[src/rtl/assignment_packer.sv]
// Packs four per-point cluster IDs into each IO BRAM word, writes the word back
// over the assignment region and counts how many point assignments changed.

module assignment_packer_lane #(
  parameter int ID_NB = 8
) (
  input  logic             clk_i,
  input  logic             reset_i,
  input  logic             load,
  input  logic             clear,
  input  logic             lane_used,
  input  logic [ID_NB-1:0] id_i,
  input  logic [ID_NB-1:0] old_i,
  output logic [ID_NB-1:0] merged_o,
  output logic             diff_o
);
  logic [ID_NB-1:0] id_q;

  always_ff @(posedge clk_i) begin
    if (reset_i || clear) id_q <= '0;
    else if (load)        id_q <= id_i;
  end

  // Unused lanes pass the old byte through so a partial word is left intact.
  assign merged_o = lane_used ? id_q : old_i;
  assign diff_o   = lane_used && (id_q != old_i);
endmodule

module assignment_packer #(
  parameter int ADDR_NB        = 14,
  parameter int WORD_NB        = 32,
  parameter int ID_NB          = 8,
  parameter int BASE_ADDR      = 0,
  parameter int MAX_NUM_POINTS = 4096
) (
  input  logic               clk_i,
  input  logic               reset_i,
  input  logic               start_i,
  input  logic [15:0]        num_points_i,
  output logic               ready_o,
  input  logic               id_valid_i,
  input  logic [ID_NB-1:0]   id_i,
  output logic               id_ready_o,
  output logic [ADDR_NB-1:0] bram_addr_o,
  input  logic [WORD_NB-1:0] bram_din_i,
  output logic [WORD_NB-1:0] bram_dout_o,
  output logic               bram_we_o,
  output logic [15:0]        changed_count_o
);
  localparam int NUM_LANES = WORD_NB / ID_NB;
  localparam int LANE_NB   = $clog2(NUM_LANES + 1);
  localparam logic [15:0]        MAX_N = 16'(MAX_NUM_POINTS);
  localparam logic [ADDR_NB-1:0] BASE  = ADDR_NB'(BASE_ADDR);

  typedef enum logic [2:0] {S_IDLE, S_COLLECT, S_READ, S_CMP, S_DONE} state_t;
  state_t state, state_nxt;

  logic [15:0]         n_q, point_q, chg_q, count_q;
  logic [LANE_NB-1:0]  lane_q;
  logic [ADDR_NB-1:0]  word_q, addr_q;
  logic [WORD_NB-1:0]  dout_q;
  logic                we_q, ready_q;

  logic [15:0] n_eff;
  logic        hs, last_id;
  logic [NUM_LANES-1:0]             diff;
  logic [NUM_LANES-1:0][ID_NB-1:0]  old_lanes, new_lanes;
  logic [15:0] diff_sum;
  logic [16:0] chg_sum;
  logic [15:0] chg_sat;

  assign n_eff     = (num_points_i > MAX_N) ? MAX_N : num_points_i;
  assign hs        = (state == S_COLLECT) && id_valid_i;
  assign last_id   = (lane_q == LANE_NB'(NUM_LANES - 1)) || (point_q + 16'd1 == n_q);
  assign old_lanes = bram_din_i;

  for (genvar j = 0; j < NUM_LANES; j++) begin : g_lane
    assignment_packer_lane #(.ID_NB(ID_NB)) u_lane (
      .clk_i     (clk_i),
      .reset_i   (reset_i),
      .load      (hs && (lane_q == LANE_NB'(j))),
      .clear     (state == S_CMP),
      .lane_used (lane_q > LANE_NB'(j)),
      .id_i      (id_i),
      .old_i     (old_lanes[j]),
      .merged_o  (new_lanes[j]),
      .diff_o    (diff[j])
    );
  end

  always_comb begin
    diff_sum = '0;
    for (int j = 0; j < NUM_LANES; j++) diff_sum = diff_sum + 16'(diff[j]);
    chg_sum = {1'b0, chg_q} + {1'b0, diff_sum};
    chg_sat = chg_sum[16] ? 16'hFFFF : chg_sum[15:0];
  end

  always_comb begin
    state_nxt = state;
    case (state)
      S_IDLE:    if (start_i) state_nxt = (n_eff == 16'd0) ? S_DONE : S_COLLECT;
      S_COLLECT: if (hs && last_id) state_nxt = S_READ;
      S_READ:    state_nxt = S_CMP;
      S_CMP:     state_nxt = (point_q == n_q) ? S_DONE : S_COLLECT;
      S_DONE:    state_nxt = S_IDLE;
      default:   state_nxt = S_IDLE;
    endcase
  end

  always_ff @(posedge clk_i) begin
    if (reset_i) begin
      state   <= S_IDLE;
      n_q     <= '0;
      point_q <= '0;
      lane_q  <= '0;
      word_q  <= '0;
      chg_q   <= '0;
      count_q <= '0;
      addr_q  <= BASE;
      dout_q  <= '0;
      we_q    <= 1'b0;
      ready_q <= 1'b1;
    end else begin
      state <= state_nxt;
      we_q  <= 1'b0;
      case (state)
        S_IDLE: begin
          if (start_i) begin
            n_q     <= n_eff;
            point_q <= '0;
            lane_q  <= '0;
            word_q  <= '0;
            chg_q   <= '0;
            ready_q <= 1'b0;
          end else begin
            ready_q <= 1'b1;
          end
        end
        S_COLLECT: begin
          if (hs) begin
            lane_q  <= lane_q + LANE_NB'(1);
            point_q <= point_q + 16'd1;
            // Address is presented during READ so the old word lands in CMP.
            if (last_id) addr_q <= BASE + word_q;
          end
        end
        S_CMP: begin
          dout_q <= new_lanes;
          we_q   <= 1'b1;
          chg_q  <= chg_sat;
          word_q <= word_q + ADDR_NB'(1);
          lane_q <= '0;
        end
        S_DONE: count_q <= chg_q;
        default: ;
      endcase
    end
  end

  assign ready_o         = ready_q;
  assign id_ready_o      = (state == S_COLLECT);
  assign bram_addr_o     = addr_q;
  assign bram_dout_o     = dout_q;
  assign bram_we_o       = we_q;
  assign changed_count_o = count_q;
endmodule

[config.mk]
export PLATFORM = sky130hd
export DESIGN_NAME = assignment_packer
export DESIGN_NICKNAME = d
export VERILOG_FILES = /design/src/rtl/assignment_packer.sv
export SDC_FILE = /design/constraint.sdc
export NUM_CORES = 1
export LEC_CHECK = 0
export CAP_MARGIN = 20
export CORE_MARGIN = 3
export CORE_UTILIZATION = 47
export CTS_BUF_LIST = sky130_fd_sc_hd__clkbuf_4 sky130_fd_sc_hd__clkbuf_8
export CTS_CLUSTER_SIZE = 12
export DETAILED_ROUTE_END_ITERATION = 16
export GPL_TIMING_DRIVEN = 0
export HOLD_SLACK_MARGIN = 0.08
export PLACE_DENSITY = 0.71
export SLEW_MARGIN = 20
export SYNTH_ARGS = -nofsm -noshare
export SYNTH_HDL_FRONTEND = slang
export SYNTH_SLANG_ARGS = --single-unit
[constraint.sdc]
create_clock -name clk_i -period 11.85 [get_ports clk_i]
set_input_delay 1.185 -clock clk_i [delete_from_list [all_inputs] [get_ports clk_i]]
set_output_delay 1.185 -clock clk_i [all_outputs]
set_load 0.05 [all_outputs]
==> metrics.md <==
| Metric | Value |
|---|---|
| Status | complete, no violations |
| Clk pwr share | 41.7% |
| Async set or reset register ratio after synthesis | 0% |
| Worst min-delay path class | reg2reg |
| Vias/cell | 5.60 |
| Crit Path Class | reg2reg |
| FF/Latch Area | 0.00328 mm^2 |
| Leading area contributor after synthesis | dfxtp_1 |
| Mapped Area | 0.00807 mm^2 |
| Switching pwr | 0.309 mW |
| Pwr dens | 120 mW/mm^2 |
| Commonest non-fill, non-tap cell in the layout | dfxtp_1 |
| Filler instances | 1546 |
| Unrepaired setup endpoints after global routing | false |
| Syn_area_per_cell | 8.10 um^2 |
| Finish-stage setup viols | 0 |
| Initial Util | 48.3% |
| CTS tree | done |
| Worst EP arrival | 4990 ps |
| Die X | 137 um |
| # hold bufs at CTS | 0 |
| Initial antenna violation count | 1 |
| Die Area | 0.0188 mm^2 |
| DIE HEIGHT | 137 um |
| Worst Path Required | 12180 ps |
| Post-synth top flop | dfxtp_1 |
| Startpoint types | register |
| Wire per inst | 16.2 um |
| Syn nets | 1067 |
| Leak pwr | 3.60 nW |
| Slew Limit Fails | 0 |
| Initial DRC count | 639 |
| Final period util | 39.4% |
| Num rows | 47 |
| Nets | 1210 |
| Gate count of the mapped netlist | 996 |
| Pin slew with the least headroom to its limit | 888 ps |
| Yosys cell types | 66 |
| Global-route wire length before repair | 36200 um |
| Overall via count from detail_route | 7686 |
| Total GRT Usage | 24.4% |
| Hold WS | 456 ps |
| Vias in the first global route | 7166 |
| Max Freq | 214 MHz |
| Critical-path maximum fanout | 10 |
| CTS Buf Count | 17 |
| Place WS | 6870 ps |
| FF-to-FF path depth | 17 |
| GP Congestion | 0.898 |
| Post-CTS Resized | 0 |
| DR pass1 iterations | 6 |
| Remaining DRCs | 0 |
| Max-slew headroom | 40.6% |
| R2r endpoint | chg_q[11] |
| Hold Violations, Final | 0 |
| EDFF count, synth | 0 |
| Area Growth Syn to Fin | 25.0% |
| Ys Warns | 0 |
| Setup TNS | 0 ps |
| Detailed Place HPWL | 16700 um |
| Layout cells sized above 1 | 5.99% |
| Setup bufs post-CTS | 0 |
| Worst Hold End | changed_count_o[12] |
| Clock Latency Late Sink | 470 ps |
| Hold-critical path depth | 2 |
| Post-synthesis sequential area ratio | 40.7% |
| Net Sw Frac | 25.6% |
| Tmin final | 4670 ps |
| Clock Skew | 9.88 ps |
| FF-to-FF Start | lane_q[0] |
| H-tree levels | 4 |
| Routed Antenna Nets | 0 |
| Most frequent cells in the layout | 164 x dfxtp_1, 153 x nand2_1, 124 x clkdlybuf4s50_1 |
| Logic pwr share | 11.7% |
| Ant. Diodes | 0 |
| Top post-synthesis cells by area | dfxtp_1 41%, nand2_1 7.1%, a21oi_1 5.1% |
| Core area | 0.0167 mm^2 |
| DRT Wirelength | 22200 um |
| Clock Path Buffers | 2 |
| Flop pwr share | 46.5% |
| Number of clock sinks | 164 |
| Largest net degree at the start of global routing | 17 |
| Clock Pin Slew Worst Setup and Hold Paths | 80 ps |
| Internal | 0.900 mW |
| Final worst setup slack | 7180 ps |
| Root buf cell | clkbuf_8 |
| Reg2reg setup slack | 7180 ps |
| Min-Delay Startpoint | changed_count_o[12] |
| Port Buffers | 124 |
| Grt total ovfl | 0 |
| Max cap viols | 0 |
| Yosys reg bits | 164 |
| Ports | 125 |
| Worst setup EP type | register |
| Post-synth top area share | 40.7% |
| Worst vdd ir | 79.6 uV |
| Multi-input logic area | 0.00438 mm^2 |
-- synth_stat cells (2+ instances only) --
cell type and instances:
o21a_1 2, buf_4 6, inv_1 32, nor3_1 15, or3_1 5, nand2b_1 4, nor2b_1 17, mux2_2 4
a21oi_1 83, nand4_2 2, o211ai_1 8, and3_1 9, nor4_1 14, ha_1 8, nand3_1 34, nor4b_1 2
or2_2 3, and2_1 7, xnor2_1 21, nand4_1 25, xor2_1 36, fa_1 3, a31oi_1 11, dfxtp_1 164
o21ai_0 36, and4_1 7, a311oi_1 14, o211ai_2 8, or4_1 3, clkbuf_1 50, nor2_1 105, a211oi_1 26
mux2i_1 25, buf_2 6, nand2_1 153, nand3b_1 2, a22oi_1 13, nor3b_1 4, a41o_1 2
-- critical path, cell delays in order (launching register included) --
cell and delay, ps:
dfxtp_1 440, inv_1 110, ha_1 200, clkbuf_1 220, o21a_1 240, clkbuf_1 270
a41o_1 340, fa_1 500, inv_1 60, fa_1 470, fa_1 420, and3_1 230
and3_1 230, nand3_1 160, nor2_1 80, clkbuf_1 240, o21ai_0 240, a21oi_1 80
-- per-stage QoR --
| step | power, mW | instance area [um^2] | util [%] | instances |
|---|---|---|---|---|
| 2_1_floorplan | 0.658 | 8070 | - | 996 |
| 3_3_place_gp | 0.714 | 9580 | 57.4 | 1340 |
| 3_5_place_dp | 0.715 | 9580 | 57.4 | 1340 |
| 4_1_cts | 1.21 | 10100 | 60.4 | 1372 |
| 5_1_grt | 1.26 | 10100 | 60.4 | 1372 |
| 6_report | 1.21 | 10100 | 60.4 | 1372 |
-- per-layer routing --
metal,routed length (um),global-route usage (%)
met1,10200,33.4
met2,10200,39.0
met3,1240,4.60
met4,431,7.26
met5,9,0
-- power groups by stage --
stage	combinational [mW]	clock (mW)	sequential, mW
after floorplan	0.0792	0	0.578
after global placement	0.139	0	0.576
after detailed placement	0.139	0	0.576
after CTS	0.140	0.511	0.563
after global routing	0.156	0.536	0.564
final	0.142	0.505	0.563
-- cells by family (layout without fill, tap and decap cells) --
kind of cell             after synthesis  count (layout)  share of synthesized area [%]
buffers and inverters                 97             253                           4.99
XOR/XNOR                              57              57                           6.19
AO/OA/AOI/OAI                        221             221                           17.8
multiplexers                          29              29                           3.66
flip-flops                           164             164                           40.7
adder cells (fa/ha/maj)               11              11                           1.99
AND/OR/NAND/NOR                      417             417                           24.6
-- flip-flops by register name (all words and copies together), names as in the netlist --
signal and count:
point_q 16, bram_we_o 1, word_q 14, chg_q 16, ready_o 1, bram_addr_o 14, n_q 16, changed_count_o 16
g_lane.u_lane.id_q 32, state 3, lane_q 3, bram_dout_o 32
-- layout make-up --
class	instances	area share (%)
multi-input cells	735	43.5
flip-flops and latches	164	32.6
repair buffers	124	12.3
plain buffers	65	2.80
clock buffers	21	2.74
well taps	220	2.73
clock inverters	11	2.21
inverters	32	1.19
-- how the worst max path moves through the flow --
stage | startpoint | endpoint | slack (ps) | depth (start not counted)
2_1_floorplan | bram_din_i[19] | chg_q[15] | 7770 | 13
3_3_place_gp | bram_din_i[19] | chg_q[11] | 6870 | 15
3_5_place_dp | bram_din_i[16] | chg_q[11] | 6870 | 15
4_1_cts | lane_q[0] | chg_q[0] | 7240 | 17
5_1_grt | lane_q[0] | chg_q[9] | 6900 | 17
6_report | lane_q[0] | chg_q[11] | 7180 | 17
(Power assumes the default switching activity.)
